### config.mk
export PLATFORM = sky130hd
export DESIGN_NAME = hex_print_tx
export DESIGN_NICKNAME = d
export VERILOG_FILES = /design/src/rtl/hex_print_tx.sv
export SDC_FILE = /design/constraint.sdc
export NUM_CORES = 1
export LEC_CHECK = 0
export BUFFER_PORTS_ARGS = -buffer_cell sky130_fd_sc_hd__clkbuf_2
export CORE_ASPECT_RATIO = 1.5
export CORE_MARGIN = 2
export CORE_UTILIZATION = 40
export CTS_CLUSTER_DIAMETER = 150
export DETAILED_ROUTE_END_ITERATION = 12
export GPL_ROUTABILITY_DRIVEN = 0
export PLACE_DENSITY = 0.64
export SYNTH_ARGS = -nofsm -noshare
export SYNTH_HDL_FRONTEND = slang
export SYNTH_SLANG_ARGS = --single-unit
### constraint.sdc
create_clock -name clk -period 3.05 [get_ports clk]
set_input_delay 0.4575 -clock clk [delete_from_list [all_inputs] [get_ports clk]]
set_output_delay 0.4575 -clock clk [all_outputs]
set_load 0.01 [all_outputs]
### src/rtl/hex_print_tx.sv
// hex_print_tx: print responder turning a raw byte or a 32-bit word (8 hex digits + optional separator) into a byte stream
module hex_print_tx #(
  parameter bit         HEX_UPPER = 1'b1,
  parameter bit         SEP_EN    = 1'b1,
  parameter logic [7:0] SEP       = 8'h20
) (
  input  logic        clk,
  input  logic        rst,
  input  logic        req_tx,
  input  logic        type_tx,
  input  logic [31:0] dout_tx,
  output logic        ack_tx,
  output logic [7:0]  d_tx,
  output logic        vld_tx,
  input  logic        rdy_tx
);
  typedef enum logic [1:0] {IDLE, SEND, ACK, HOLD} state_t;
  localparam logic [3:0] CNT_HEX = SEP_EN ? 4'd8 : 4'd7;
  state_t      state_q;
  logic [31:0] sh_q;
  logic [3:0]  cnt_q;
  logic [7:0]  d_q;
  logic        vld_q;
  logic        ack_q;
  logic [7:0]  byte0_d;
  logic [7:0]  byte_nxt_d;
  function automatic logic [7:0] hex(input logic [3:0] n);
    return n < 4'd10 ? 8'h30 + {4'h0, n} : (HEX_UPPER ? 8'h37 : 8'h57) + {4'h0, n};
  endfunction
  // cnt_q counts bytes still to send after the one on d_tx; the last one is the separator
  assign byte0_d    = type_tx ? hex(dout_tx[31:28]) : dout_tx[7:0];
  assign byte_nxt_d = (SEP_EN && cnt_q == 4'd1) ? SEP : hex(sh_q[27:24]);
  always_ff @(posedge clk) begin
    if (rst) begin
      state_q <= IDLE;
      sh_q    <= '0;
      cnt_q   <= '0;
      d_q     <= '0;
      vld_q   <= 1'b0;
      ack_q   <= 1'b0;
    end else begin
      case (state_q)
        IDLE: if (req_tx) begin
          sh_q    <= dout_tx;
          cnt_q   <= type_tx ? CNT_HEX : 4'd0;
          d_q     <= byte0_d;
          vld_q   <= 1'b1;
          state_q <= SEND;
        end
        SEND: if (rdy_tx) begin
          if (cnt_q == 4'd0) begin
            vld_q   <= 1'b0;
            ack_q   <= 1'b1;
            state_q <= ACK;
          end else begin
            cnt_q <= cnt_q - 4'd1;
            sh_q  <= {sh_q[27:0], 4'h0};
            d_q   <= byte_nxt_d;
          end
        end
        ACK: begin
          ack_q   <= 1'b0;
          state_q <= req_tx ? HOLD : IDLE;
        end
        HOLD: if (!req_tx) state_q <= IDLE;
        default: state_q <= IDLE;
      endcase
    end
  end
  assign ack_tx = ack_q;
  assign d_tx   = d_q;
  assign vld_tx = vld_q;
endmodule

After elaboration in Yosys (flattened, before gate mapping)
Index checks and enable logic that the tools add are counted.
{"block": "totals", "regBits": 44, "output_inout_bits": 10, "wordCells": 60}
{"block": "op_classes", "n_addsub": 5, "magnitude_cmp": 2, "eq_ne": 9, "mux": 30, "reduce_logical": 8}
{"operator": "28-bit 2-to-1 mux", "n": 3}
{"operator": "28-bit one-hot mux with 2 select lines", "n": 1}
{"operator": "8-bit 2-to-1 mux", "n": 4}
{"operator": "6-bit by 4-bit adder with 7-bit output (first input constant)", "n": 4}
{"operator": "7-bit 2-to-1 mux", "n": 3}
{"operator": "4-bit 2-to-1 mux", "n": 4}
{"operator": "8-bit one-hot mux with 2 select lines", "n": 1}
{"operator": "4-bit AND reduction", "n": 3}
{"operator": "2-bit 2-to-1 mux", "n": 5}
{"operator": "2-bit inequality test (second input constant)", "n": 5}
{"operator": "4-bit less-than comparator (second input constant)", "n": 2}
{"operator": "2-bit one-hot mux with 4 select lines", "n": 1}
{"operator": "4-bit one-hot mux with 2 select lines", "n": 1}
{"operator": "1-bit 2-to-1 mux", "n": 5}
{"operator": "2-bit == test (second input constant)", "n": 2}
{"operator": "4-bit by 1-bit == test with 1-bit output (second input constant)", "n": 1}
{"operator": "4-bit logical NOT", "n": 1}
{"operator": "1-bit one-hot mux with 2 select lines", "n": 2}
{"operator": "2-bit nonzero test", "n": 2}
{"operator": "4-bit by 1-bit subtractor with 4-bit output (second input constant)", "n": 1}
{"operator": "3-bit AND reduction", "n": 1}
{"operator": "2-bit by 1-bit == test with 1-bit output (second input constant)", "n": 1}
{"operator": "2-bit logical NOT", "n": 1}

Depth between registers and ports, before layout
{"block": "logic_depth", "word_depth": 6, "ltp_mapped": 7, "depth_no_buf": 6}

Worst setup path before layout
Ideal clock, no wire load.
{"block": "synth_timing", "path_kind": "register -> register", "startpoint": "register cnt_q[0]", "endpoint": "register d_q[1] (netlist: d_tx[1])", "setup_time_ps": 60, "arrival_time_ps": 1662, "t_required_ps": 2990, "path_slack_ps": 1327, "path_stages_with_launch": 7, "path_cell_list": "dfxtp_1 > inv_1 > ha_1 > nor3b_1 > or4_1 > a211oi_1 > a311o_1"}
{"block": "synth_via", "elab_chain_cells": 5, "word_cells_on_any_way": 8, "cone_classes": "eq/ne (2); mux (4); reduce/logical (2)"}
{"element": "from (decl)", "line_no": "21", "text": "logic [3:0] cnt_q;"}
{"element": "from (signal assigned)", "line_no": "45", "text": "cnt_q <= type_tx ? CNT_HEX : 4'd0;"}
{"element": "from (signal assigned)", "line_no": "56", "text": "cnt_q <= cnt_q - 4'd1;"}
{"element": "4-bit by 1-bit == test with 1-bit output", "line_no": "32", "text": "assign byte_nxt_d = (SEP_EN && cnt_q == 4'd1) ? SEP : hex(sh_q[27:24]);"}
{"element": "7-bit 2-to-1 mux", "line_no": "32"}
{"element": "8-bit 2-to-1 mux", "line_no": "51", "text": "if (cnt_q == 4'd0) begin"}
{"element": "8-bit 2-to-1 mux", "line_no": "50", "text": "SEND: if (rdy_tx) begin"}
{"element": "8-bit one-hot mux with 2 select lines", "line_no": "42", "text": "case (state_q)"}
{"element": "to (signal assigned)", "line_no": "46", "text": "d_q <= byte0_d;"}
{"element": "to (signal assigned)", "line_no": "58", "text": "d_q <= byte_nxt_d;"}
{"element": "to (decl)", "line_no": "22", "text": "logic [7:0] d_q;"}
Several ways; a longest one is shown, not always the timed one. The select of a mux whose other input is x is not followed.
A chain may end at the register's enable or synchronous reset.

Worst setup path after layout
{"block": "layout_timing", "startpoint": "register cnt_q[0]", "endpoint": "register sh_q[22]"}
{"block": "layout_via", "elab_chain_cells": 3}
{"element": "4-bit logical NOT", "line_no": "51"}
{"element": "2-bit inequality test (no line)"}
{"element": "4-bit AND reduction (no line)"}
{"element": "to (signal assigned)", "line_no": "44", "text": "sh_q <= dout_tx;"}
{"element": "to (signal assigned)", "line_no": "57", "text": "sh_q <= {sh_q[27:0], 4'h0};"}
{"element": "to (decl)", "line_no": "20", "text": "logic [31:0] sh_q;"}
No other way between the ends.

==> impl_metrics.env <==
export IMPL_critical_path_class="reg2reg"
export IMPL_vias=2064
export IMPL_worst_slew_pin_slew_ns=1.18
export IMPL_hold_depth=3
export IMPL_io_pins=47
export IMPL_clock_sinks=44
export IMPL_fmax_mhz=438
export IMPL_cellLeakagePower_nw=1.01
export IMPL_grt_usage_pct=18.8
export IMPL_synthCells=276
export IMPL_cts_clk_slew_worst_paths_ns=0.09
export IMPL_cap_violations=0
export IMPL_nNetsFinal=355
export IMPL_relSlewSlack_pct=21.4
export IMPL_clock_latency_ns=0.30
export IMPL_antenna_found_initial=0
export IMPL_run_status="complete, no violations"
export IMPL_hold_path_class="in2reg"
export IMPL_ff2ff_path_depth=6
export IMPL_antenna_cells=0
export IMPL_grt_max_degree=54
export IMPL_skew_ns=0.00606
export IMPL_cp_required_ns=3.25
export IMPL_drive_gt1_share_pct=19.4
export IMPL_detail_route_antenna_nets=0
export IMPL_die_w_um=64.2
export IMPL_fin_crit_sh_pct=74.9
export IMPL_critPathMaxFanout=53
export IMPL_hold_ws_ns=0.387
export IMPL_htreeDepth=2
export IMPL_fp_dieArea_um2=6050
export IMPL_power_density_nw_per_um2=559
export IMPL_yosysWarnings=0
export IMPL_grt_overflow_total=0
export IMPL_min_period_ns=2.28
export IMPL_syn_cell_area_um2=2170
export IMPL_first_iter_violations=146
export IMPL_first_pass_iters=4
export IMPL_clk_path_buf_depth=2
export IMPL_hold_viol=0
export IMPL_drv_slew=0
export IMPL_finalSetupTns_ns=0
export IMPL_synth_nets=317
export IMPL_cp_end_kind="flip-flop"
export IMPL_tritoncts="built"
export IMPL_synth_cell_types=37
export IMPL_first_global_vias=1882
export IMPL_core_area_um2=5200
export IMPL_initial_core_util_pct=41.7
export IMPL_holdBufCountCts=0
export IMPL_start_kind="flip-flop"
export IMPL_die_h_um=94.3
export IMPL_cts_buffers=5
export IMPL_drcViolationCount=0
export IMPL_peakVddDrop_mv=0.250
export IMPL_ys_ff_latch=44
export IMPL_syn_area_per_cell_um2=7.87
export IMPL_crit_arrival_ns=2.49
export IMPL_area_delta_synth_final_pct=16.5
export IMPL_post_cts_setup_buffers=0
export IMPL_dp_hpwl_mm=3.65
export IMPL_finalSetupViolations=0
export IMPL_row_count=32
export IMPL_cts_root_buf="clkbuf_8"
export IMPL_synth_main_ff_cell="dfxtp_1"
export IMPL_synth_seq_area_share_pct=40.6
export IMPL_wirelength_mm=5.35
export IMPL_async_flop_share_pct=0
export IMPL_post_drt_wl_per_cell_um=14.0
export IMPL_port_buffers=46
export IMPL_cts_resized=0
export IMPL_rsz0062_at_grt="false"
export IMPL_synth_edf_count=0
export IMPL_viasPerCell=5.39
export IMPL_grt_pass1_wl_mm=8.85
power by group:
part           total, mW  switching, mW  internal [mW]
Combinational      0.282          0.170          0.112
Clock              0.463          0.216          0.247
Sequential         0.670         0.0385          0.632
registers in the layout, summed over array words and instances, names as in the netlist:
| signal | cells |
|---|---|
| ack_tx | 1 |
| cnt_q | 4 |
| d_tx | 8 |
| sh_q | 28 |
| state_q | 2 |
| vld_tx | 1 |
worst max-delay path: stages, from the launching register on:
cell	delay, ns
dfxtp_1	0.40
inv_1	0.06
ha_1	0.21
nor3b_1	0.19
o21ai_4	0.93
nor2_1	0.10
a311oi_1	0.30
cells by family after synthesis:
logic type,after synthesis,share of synthesized area (%)
XOR/XNOR,4,1.61
adder cells (fa/ha/maj),4,2.30
AO/OA/AOI/OAI,65,22.6
AND/OR/NAND/NOR,132,26.7
flip-flops,44,40.6
buffers and inverters,27,6.16
cell usage after synthesis (2+ instances only):
cell type  count  area, um2
a311oi_1      25        219
a21oi_1       13       65.1
o21ai_0        7       35.0
o211ai_1       3       22.5
or3b_1         2       17.5
xnor2_1        3       26.3
ha_1           4       50.1
a311o_1        2       20.0
buf_6          3       33.8
nor2b_1        4       25.0
clkbuf_1       8       30.0
nor3b_1        4       30.0
nand4_1        3       18.8
nand2b_1       3       18.8
a21o_1         2       15.0
nand3_1        7       35.0
nor2_1        38        143
nand2_1       60        225
a211oi_1       3       22.5
inv_1          8       30.0
dfxtp_1       44        881
a31oi_1        2       12.5
or3_1          2       12.5
nor3_1         6       30.0
buf_2          8       40.0
final cells by class:
type,count,area (um2)
Timing Repair Buffer,50,260
Clock inverter,3,46.3
Fill cell,526,2670
Clock buffer,5,68.8
Inverter,8,30.0
Sequential cell,44,881
Multi-Input combinational cell,205,1160
Tap cell,68,85.1
stage by stage:
step	instance area (um2)	util, %	setup slack, ns	cells	power (mW)
finish	2530	48.6	0.766	383	1.41
global route	2530	48.6	0.541	383	1.49
CTS	2530	48.6	0.779	383	1.43
detailed placement	2420	46.4	0.806	375	0.964
global placement	2420	46.4	0.870	375	0.959
floorplan	2170	-	1.33	276	0.883
worst paths after layout:
check	startpoint	endpoint	slack, ns
max	cnt_q[0]	sh_q[22]	0.77
min	dout_tx[1]	sh_q[1]	0.39
max reg2reg	cnt_q[0]	sh_q[22]	0.77
min reg2reg	d_tx[7]	d_tx[7]	0.45
layer usage:
metal  GRT usage (%)  up-vias  share of wire, %
met5               0        -                 0
met4            10.1        0               2.7
met2            30.8       57                47
met3            4.32       13               4.9
met1            22.5      939                45
li1                -     1055                 -
layout by cell type, fill, tap and decap left out, drive strengths merged:
cell      netlist  layout
nor3b           4       4
a21o            2       2
bufinv          0       1
a211o           1       1
nand3           7       7
a21oi          13      13
a22o            1       1
a32oi           1       1
nand2          60      60
xnor2           3       3
or3b            2       2
clkinvlp        0       1
nand4           3       3
nand3b          1       1
inv             8       9
a311oi         25      25
a31oi           3       3
o21ai           8       8
a311o           2       2
nor3            6       6
or3             2       2
buf            11       4
a2111oi         1       1
and4b           1       1
o31ai           1       1
ha              4       4
xor2            1       1
or4             1       1
nand2b          3       3
nor2b           4       4
dfxtp          44      44
a221oi          1       1
clkbuf          8      51
o211ai          3       3
nor2           38      38
a211oi          3       3
Power figures use the tool's default switching activity.
